`src/rtl/mem_bus_pkg.sv`:
```
// Shared constants and state encoding for the memory bus initiator.
package mem_bus_pkg;

   localparam int unsigned DATA_WIDTH_DEF   = 32;
   localparam int unsigned ADDR_WIDTH_DEF   = 16;
   localparam int unsigned LEN_WIDTH_DEF    = 4;
   localparam int unsigned READ_LATENCY_DEF = 0;
   localparam int unsigned WAIT_WIDTH       = 2;
   localparam int unsigned STATE_WIDTH      = 3;

   // Address map: ROM, I/O window, and last legal word of the map
   localparam logic [15:0] MAP_ROM_LAST = 16'h001F;
   localparam logic [15:0] MAP_IO_LAST  = 16'h002F;
   localparam logic [15:0] MAP_LAST     = 16'h082F;

   typedef logic [STATE_WIDTH-1:0] state_t;

   localparam state_t ST_IDLE      = 3'd0;
   localparam state_t ST_WRITE     = 3'd1;
   localparam state_t ST_READ_ADDR = 3'd2;
   localparam state_t ST_READ_WAIT = 3'd3;
   localparam state_t ST_READ_RESP = 3'd4;
   localparam state_t ST_DONE      = 3'd5;

endpackage

```
`src/rtl/burst_addr_gen.sv`:
```
// Beat address / remaining-count tracker for one burst.
module burst_addr_gen #(
   parameter int unsigned ADDR_WIDTH = 16,
   parameter int unsigned LEN_WIDTH  = 4
) (
   input  logic                  clock,
   input  logic                  reset_n,
   input  logic                  load,
   input  logic                  advance,
   input  logic [ADDR_WIDTH-1:0] load_addr,
   input  logic [LEN_WIDTH-1:0]  load_len,
   output logic [ADDR_WIDTH-1:0] addr,
   output logic                  last_beat
);

   logic [LEN_WIDTH-1:0] remaining;

   // Load on command accept, step one word per completed beat
   always_ff @(posedge clock or negedge reset_n) begin
      if (!reset_n) begin
         addr      <= '0;
         remaining <= '0;
      end else if (load) begin
         addr      <= load_addr;
         remaining <= load_len;
      end else if (advance) begin
         addr      <= addr + ADDR_WIDTH'(1);
         remaining <= remaining - LEN_WIDTH'(1);
      end
   end

   assign last_beat = (remaining == '0);

endmodule

```
`src/rtl/mem_bus_master.sv`:
```
// Burst read/write initiator in front of the memory controller.
module mem_bus_master
   import mem_bus_pkg::*;
#(
   parameter int unsigned DATA_WIDTH   = DATA_WIDTH_DEF,
   parameter int unsigned ADDR_WIDTH   = ADDR_WIDTH_DEF,
   parameter int unsigned LEN_WIDTH    = LEN_WIDTH_DEF,
   parameter int unsigned READ_LATENCY = READ_LATENCY_DEF
) (
   input  logic                  clock,
   input  logic                  reset_n,
   input  logic                  cmd_valid,
   output logic                  cmd_ready,
   input  logic                  cmd_write,
   input  logic [ADDR_WIDTH-1:0] cmd_addr,
   input  logic [LEN_WIDTH-1:0]  cmd_len,
   input  logic [DATA_WIDTH-1:0] wr_data,
   input  logic                  wr_valid,
   output logic                  wr_ready,
   output logic [DATA_WIDTH-1:0] rd_data,
   output logic                  rd_valid,
   input  logic                  rd_ready,
   output logic                  done,
   output logic                  error,
   output logic [ADDR_WIDTH-1:0] mem_address,
   output logic [DATA_WIDTH-1:0] mem_wdata,
   output logic                  mem_we,
   input  logic [DATA_WIDTH-1:0] mem_rdata
);

   localparam int unsigned SUM_WIDTH = ADDR_WIDTH + 1;

   state_t                state;
   state_t                next_state;
   logic                  accept;
   logic                  advance;
   logic                  cap_rdata;
   logic                  range_err;
   logic                  last_beat;
   logic [SUM_WIDTH-1:0]  last_addr;
   logic [WAIT_WIDTH-1:0] wait_cnt;

   // Extra bit on the end address so an overflowing burst is still caught
   assign accept    = cmd_valid && cmd_ready;
   assign last_addr = SUM_WIDTH'(cmd_addr) + SUM_WIDTH'(cmd_len);
   assign range_err = last_addr > SUM_WIDTH'(MAP_LAST);

   // Write strobe follows wr_valid directly so each beat costs one cycle
   assign mem_we    = (state == ST_WRITE) && wr_valid;
   assign mem_wdata = (state == ST_WRITE) ? wr_data : '0;

   burst_addr_gen #(
      .ADDR_WIDTH (ADDR_WIDTH),
      .LEN_WIDTH  (LEN_WIDTH)
   ) u_addr_gen (
      .clock      (clock),
      .reset_n    (reset_n),
      .load       (accept),
      .advance    (advance),
      .load_addr  (cmd_addr),
      .load_len   (cmd_len),
      .addr       (mem_address),
      .last_beat  (last_beat)
   );

   // State register
   always_ff @(posedge clock or negedge reset_n) begin
      if (!reset_n) state <= ST_IDLE;
      else          state <= next_state;
   end

   // Next-state, beat advance and read-capture decode
   always_comb begin
      next_state = state;
      advance    = 1'b0;
      cap_rdata  = 1'b0;
      case (state)
         ST_IDLE: begin
            if (accept) begin
               if (range_err)      next_state = ST_DONE;
               else if (cmd_write) next_state = ST_WRITE;
               else                next_state = ST_READ_ADDR;
            end
         end
         ST_WRITE: begin
            if (wr_valid) begin
               advance = 1'b1;
               if (last_beat) next_state = ST_DONE;
            end
         end
         ST_READ_ADDR: begin
            if (READ_LATENCY == 0) begin
               cap_rdata  = 1'b1;
               next_state = ST_READ_RESP;
            end else begin
               next_state = ST_READ_WAIT;
            end
         end
         ST_READ_WAIT: begin
            if (wait_cnt == WAIT_WIDTH'(1)) begin
               cap_rdata  = 1'b1;
               next_state = ST_READ_RESP;
            end
         end
         ST_READ_RESP: begin
            if (rd_ready) begin
               advance    = 1'b1;
               next_state = last_beat ? ST_DONE : ST_READ_ADDR;
            end
         end
         ST_DONE:  next_state = ST_IDLE;
         default:  next_state = ST_IDLE;
      endcase
   end

   // Registered handshake/status outputs, read data and wait counter
   always_ff @(posedge clock or negedge reset_n) begin
      if (!reset_n) begin
         cmd_ready <= 1'b0;
         wr_ready  <= 1'b0;
         rd_valid  <= 1'b0;
         done      <= 1'b0;
         error     <= 1'b0;
         rd_data   <= '0;
         wait_cnt  <= '0;
      end else begin
         cmd_ready <= (next_state == ST_IDLE);
         wr_ready  <= (next_state == ST_WRITE);
         rd_valid  <= (next_state == ST_READ_RESP);
         done      <= (next_state == ST_DONE);
         if (accept)    error   <= range_err;
         if (cap_rdata) rd_data <= mem_rdata;
         if (state == ST_READ_ADDR)      wait_cnt <= WAIT_WIDTH'(READ_LATENCY);
         else if (state == ST_READ_WAIT) wait_cnt <= wait_cnt - WAIT_WIDTH'(1);
      end
   end

endmodule

```
`config.mk`:
```
export PLATFORM = sky130hd
export DESIGN_NAME = mem_bus_master
export DESIGN_NICKNAME = d
export VERILOG_FILES = /design/src/rtl/mem_bus_pkg.sv /design/src/rtl/burst_addr_gen.sv /design/src/rtl/mem_bus_master.sv
export SDC_FILE = /design/constraint.sdc
export NUM_CORES = 1
export LEC_CHECK = 0
export ABC_AREA = 1
export BUFFER_PORTS_ARGS = -buffer_cell sky130_fd_sc_hd__buf_2
export CAP_MARGIN = 20
export CORE_MARGIN = 2
export CORE_UTILIZATION = 50
export DETAILED_ROUTE_END_ITERATION = 10
export HOLD_SLACK_MARGIN = 0.15
export PLACE_DENSITY = 0.89
export SYNTH_ARGS = -nofsm -noshare
export SYNTH_HDL_FRONTEND = slang
export SYNTH_SLANG_ARGS = --single-unit
```
`constraint.sdc`:
```
create_clock -name clock -period 4.24 [get_ports clock]
set_input_delay 0.424 -clock clock [delete_from_list [all_inputs] [get_ports clock]]
set_output_delay 0.424 -clock clock [all_outputs]
set_load 0.02 [all_outputs]
```
After elaboration in Yosys (flattened, before gate mapping)
Index checks and enable logic that the tools add are counted.
{"block": "op_classes", "add_sub_neg": 4, "n_lt_le_gt_ge": 1, "n_eq_ne": 8, "n_mux": 21, "reduce_logical": 7}
{"op": "2-to-1 mux 16 bit", "count": 2}
{"op": "2-to-1 mux 32 bit", "count": 1}
{"op": "2-to-1 mux 3 bit", "count": 7}
{"op": "adder 16 x 4 -> 17 bit", "count": 1}
{"op": "> comparator 17 x 12 -> 1 bit, second input constant", "count": 1}
{"op": "adder 16 x 1 -> 16 bit, second input constant", "count": 1}
{"op": "case mux 3 bit (5 select lines)", "count": 1}
{"op": "== test 3 bit, second input constant", "count": 3}
{"op": "2-to-1 mux 4 bit", "count": 2}
{"op": "== test 3 x 1 -> 1 bit, second input constant", "count": 2}
{"op": "== test 3 x 2 -> 1 bit, second input constant", "count": 2}
{"op": "zero test 3 bit", "count": 2}
{"op": "2-to-1 mux 2 bit", "count": 3}
{"op": "zero test 4 bit", "count": 1}
{"op": "case mux 1 bit (2 select lines)", "count": 2}
{"op": "nonzero test 2 bit", "count": 2}
{"op": "subtractor 4 x 1 -> 4 bit, second input constant", "count": 1}
{"op": "2-to-1 mux 1 bit", "count": 3}
{"op": "== test 2 x 1 -> 1 bit, second input constant", "count": 1}
{"op": "logical AND 1 bit", "count": 2}
{"op": "subtractor 2 x 1 -> 2 bit, second input constant", "count": 1}
{"block": "word_totals", "ff_bits": 62, "inputBits": 90, "out_inout_bits": 86, "word_cells": 51}

Depth between registers and ports, before layout
{"block": "depth", "word_depth": 6, "depth_mapped": 18, "mapped_depth_nobuf": 18}

Hierarchy
Synthesis repeated with hierarchy kept, for this count alone.
{"block": "unflattened", "cells_unflattened": 512, "hier_area_um2": 3659.8}
{"mod": "mem_bus_master", "instances": 1, "cells_each": 353, "area_per_inst_um2": 2403.6, "seq_area_each_um2": 1051.0}
{"mod": "burst_addr_gen", "instances": 1, "cells_each": 159, "area_per_inst_um2": 1256.2, "seq_area_each_um2": 500.5}

Worst setup path before layout
OpenSTA, ideal clock, no wires.
{"block": "synth_timing", "path_type": "input-to-reg", "from": "input cmd_addr[0]", "to": "register cmd_ready", "setup_ns": 0.117, "t_arrival_ns": 2.045, "t_required_ns": 4.123, "setup_slack_ns": 2.079, "cell_stages": 17, "n_path_buf": 0, "path_cell_list": "ha_1 > inv_1 > fa_1 > inv_1 > nand3_1 > nand2_1 > nand2_2 > o21ai_2 > nand2_1 > nor2_1 > nand3_1 > nand2_2 > nand3_2 > nand2_1 > nand2_2 > nand3_1 > nor2_1"}
{"block": "synth_via", "elab_chain_len": 6}
{"element": "from (decl)", "line_no": "mem_bus_master.sv:15", "rtl": "input logic [ADDR_WIDTH-1:0] cmd_addr,"}
{"element": "adder 16 x 4 -> 17 bit", "line_no": "mem_bus_master.sv:45", "rtl": "assign last_addr = SUM_WIDTH'(cmd_addr) + SUM_WIDTH'(cmd_len);"}
{"element": "> comparator 17 x 12 -> 1 bit", "line_no": "mem_bus_master.sv:46", "rtl": "assign range_err = last_addr > SUM_WIDTH'(MAP_LAST);"}
{"element": "2-to-1 mux 3 bit", "line_no": "mem_bus_master.sv:80", "rtl": "if (range_err) next_state = ST_DONE;"}
{"element": "2-to-1 mux 3 bit", "line_no": "mem_bus_master.sv:79", "rtl": "if (accept) begin"}
{"element": "case mux 3 bit (5 select lines)", "line_no": "mem_bus_master.sv:77", "rtl": "case (state)"}
{"element": "zero test 3 bit", "line_no": "mem_bus_master.sv:127", "rtl": "cmd_ready <= (next_state == ST_IDLE);"}
{"element": "to (signal assigned)", "line_no": "mem_bus_master.sv:127"}
{"element": "to (decl)", "line_no": "mem_bus_master.sv:13", "rtl": "output logic cmd_ready,"}
Every way passes these cells.
A chain may end at the register's enable or synchronous reset.

Worst setup path in the final report
{"block": "layout_timing", "from": "register state[0]", "to": "output mem_wdata[4]"}
{"block": "layout_via", "elab_chain_len": 2}
{"element": "from (decl)", "line_no": "mem_bus_master.sv:33", "rtl": "state_t state;"}
{"element": "from (signal assigned)", "line_no": "mem_bus_master.sv:69", "rtl": "else state <= next_state;"}
{"element": "== test 3 x 1 -> 1 bit", "line_no": "mem_bus_master.sv:50", "rtl": "assign mem_wdata = (state == ST_WRITE) ? wr_data : '0;"}
{"element": "2-to-1 mux 32 bit", "line_no": "mem_bus_master.sv:50"}
{"element": "to (decl)", "line_no": "mem_bus_master.sv:26", "rtl": "output logic [DATA_WIDTH-1:0] mem_wdata,"}
Every way passes these cells.

==> impl_metrics.py <==
metrics = {
    "critical_path": {
        "worstSetupPathType": "flop to primary output",
        "critPathLaunchType": "flop",
        "path_max_fanout": 33,
        "critPathArrivalTime_ns": 1.99,
        "worstSetupEndpointType": "primary output",
        "cp_data_required_time_ns": 3.82,
    },
    "synth": {
        "syn_area_um2": 3510,
        "synth_top_cell_by_area": "dfrtp_1",
        "ys.warnings.count": 0,
        "ys.flop_type": "dfrtp_1",
        "yosysTopAreaCellShare": 0.442,
        "syn_area_per_cell_um2": 8.50,
        "seq_area_frac_synth": 0.442,
        "ys_ff_latch": 62,
        "synth_cell_type_count": 35,
        "yosysMostFrequentCell": "nand2_1",
        "synth-edff-count": 0,
        "synth_nets": 511,
        "yosys-top-cells-area": "dfrtp_1 (44%), mux2_2 (10%), nand2_1 (7.8%)",
        "async_flop_share": 1.00,
        "synthTopCellsByCount": "nand2_1 (73), inv_1 (65), dfrtp_1 (62)",
        "syn_inst": 413,
    },
    "drt": {
        "drtIter0Drc": 205,
        "wl_per_cell_um": 13.2,
        "first_pass_iters": 4,
        "drcViolationCount": 0,
        "via_count": 3404,
        "viasPerCell": 4.92,
        "drt.antenna.violating_nets": 0,
        "totalWireLength_um": 9150,
    },
    "timing": {
        "setup_viol": 0,
        "fin_worst_skew_ns": 0.00905,
        "max_slew_margin": 0.389,
        "period_needed_ns": 2.41,
        "max_freq_ghz": 0.415,
        "setup_ws_ns": 1.83,
        "hold_viol": 0,
        "worstMarginPinSlew_ns": 0.915,
        "min_period_over_period": 0.569,
        "fin_setup_tns_ns": 0,
        "drv_slew": 0,
        "rsz0062_at_grt": "false",
    },
    "clock_network": {
        "clock_path_buffers": 2,
        "h-tree-depth": 3,
        "ctsRootBufferMaster": "clkbuf_8",
        "worstSkewPairLatency_ns": 0.34,
        "cts.sinks": 62,
        "path_clk_slew_ns": 0.07,
        "postCtsSetupBuffers": 0,
        "cts_made_buffers": 9,
        "postCtsHoldBufs": 0,
        "cts_resized": 0,
        "cts_tree": "done",
    },
    "power_and_ir_drop": {
        "vdd_drop_max_v": 0.000302,
        "p_per_area_nw_per_um2": 677,
        "p_leak_nw": 2.57,
    },
    "global_routing": {
        "grt_pass1_wl_um": 13900,
        "antenna_found_initial": 0,
        "grt_pass1_vias": 3039,
        "track_usage": 0.232,
        "grt_max_degree": 63,
        "grt-ovfl-total": 0,
    },
    "layout": {
        "area_delta_synth_final_pct": 32.3,
        "layout-drive-gt1-share": 0.409,
        "nNetsFinal": 690,
        "n_antenna_cell": 0,
    },
    "floorplanning": {
        "initial_core_util": 0.517,
        "die-width_um": 87.8,
        "die_height_um": 87.8,
        "die_area_um2": 7710,
        "ios": 176,
        "num_rows": 30,
        "coreArea_um2": 6790,
    },
    "outcome": {
        "status": "completed",
    },
    "flow_run": {
        "drv_cap": 0,
    },
    "place": {
        "numPortBuffers": 175,
        "place.gp.congestion": 0.912,
        "dp_hpwl_um": 7120,
        "dp_slack_ns": 1.77,
    },
    "worst_hold_path": {
        "hold_path.class": "primary input to async pin",
    },
}
[per-stage QoR]
step | area (um2) | instances | total power, W | hold slack (ns) | util
after floorplan | 3510 | 413 | 0.00216 | 0.128 | -
after global placement | 4490 | 677 | 0.00266 | 0.473 | 0.660
after detailed placement | 4490 | 677 | 0.00273 | 0.486 | 0.660
after CTS | 4640 | 692 | 0.00316 | 0.271 | 0.683
after global routing | 4640 | 692 | 0.00338 | 0.304 | 0.683
final | 4640 | 692 | 0.00314 | 0.241 | 0.683
[area by class of cell]
type                       count  area [um2]
clock buffer                  11         131
sequential                    62        1550
timing repair buffer         177         891
fill                         561        2150
clock inverter                 4        25.0
multi-input combinational    276        1680
inverter                      66         248
tap                           96         120
[power breakdown]
group	switching, W	internal (W)
Combinational	0.00103	0.000609
Clock	0.000224	0.000207
Sequential	0.000203	0.000876
[logic make-up after synthesis]
logic type / count (synthesis) / synth area share
compound gates: 38 / 0.0709
xor+xnor: 17 / 0.0424
fa+ha+maj: 8 / 0.0307
buf+inv: 75 / 0.0813
flops: 62 / 0.442
mux: 32 / 0.103
simple gates: 181 / 0.230
[registers in the layout, indices dropped and copies added (netlist names)]
| signal | cells |
|---|---|
| cmd_ready | 1 |
| u_addr_gen.addr | 16 |
| error | 1 |
| rd_data | 32 |
| u_addr_gen.remaining | 4 |
| state | 3 |
| done | 1 |
| rd_valid | 1 |
| wait_cnt | 2 |
| wr_ready | 1 |
[critical path: stages (launching register included)]
cell and delay (ns):
dfrtp_1 0.45, inv_1 0.10, nor3_1 0.21, inv_1 0.44
nor2_1 0.24, buf_2 0.20
[routing by layer]
layer	global-route usage	part of all wire	vias to the layer above	wire [um]
li1	-	-	1677	-
met1	0.302	0.41	1576	3750
met2	0.376	0.49	142	4530
met3	0.0716	0.085	9	775
met4	0.0685	0.011	0	103
met5	0	0	-	0
[placed cells by master, fill, tap and decap left out, types with 9 or more instances in the layout]
cell type | synthesis | final
clkbuf_8 | 0 | 9
buf_2 | 3 | 175
dfrtp_1 | 62 | 62
inv_1 | 65 | 65
mux2_2 | 32 | 32
nand3_1 | 19 | 19
xor2_1 | 13 | 13
nand2_1 | 73 | 73
a21oi_1 | 9 | 9
nor2_1 | 55 | 55
[final timing paths]
kind | from | to | slack [ns] | cells after the start
max | state[0] | mem_wdata[4] | 1.83 | 5
min | reset_n | rd_data[12] | 0.24 | 2
max reg2reg | cmd_ready | u_addr_gen.addr[3] | 1.92 | 5
min reg2reg | rd_data[10] | rd_data[10] | 0.50 | 1
max in group asynchronous | reset_n | u_addr_gen.addr[3] | 3.48 | 2
min in group clock | mem_rdata[3] | rd_data[3] | 0.31 | 2
Note: power is estimated with default switching activity, not from simulation.
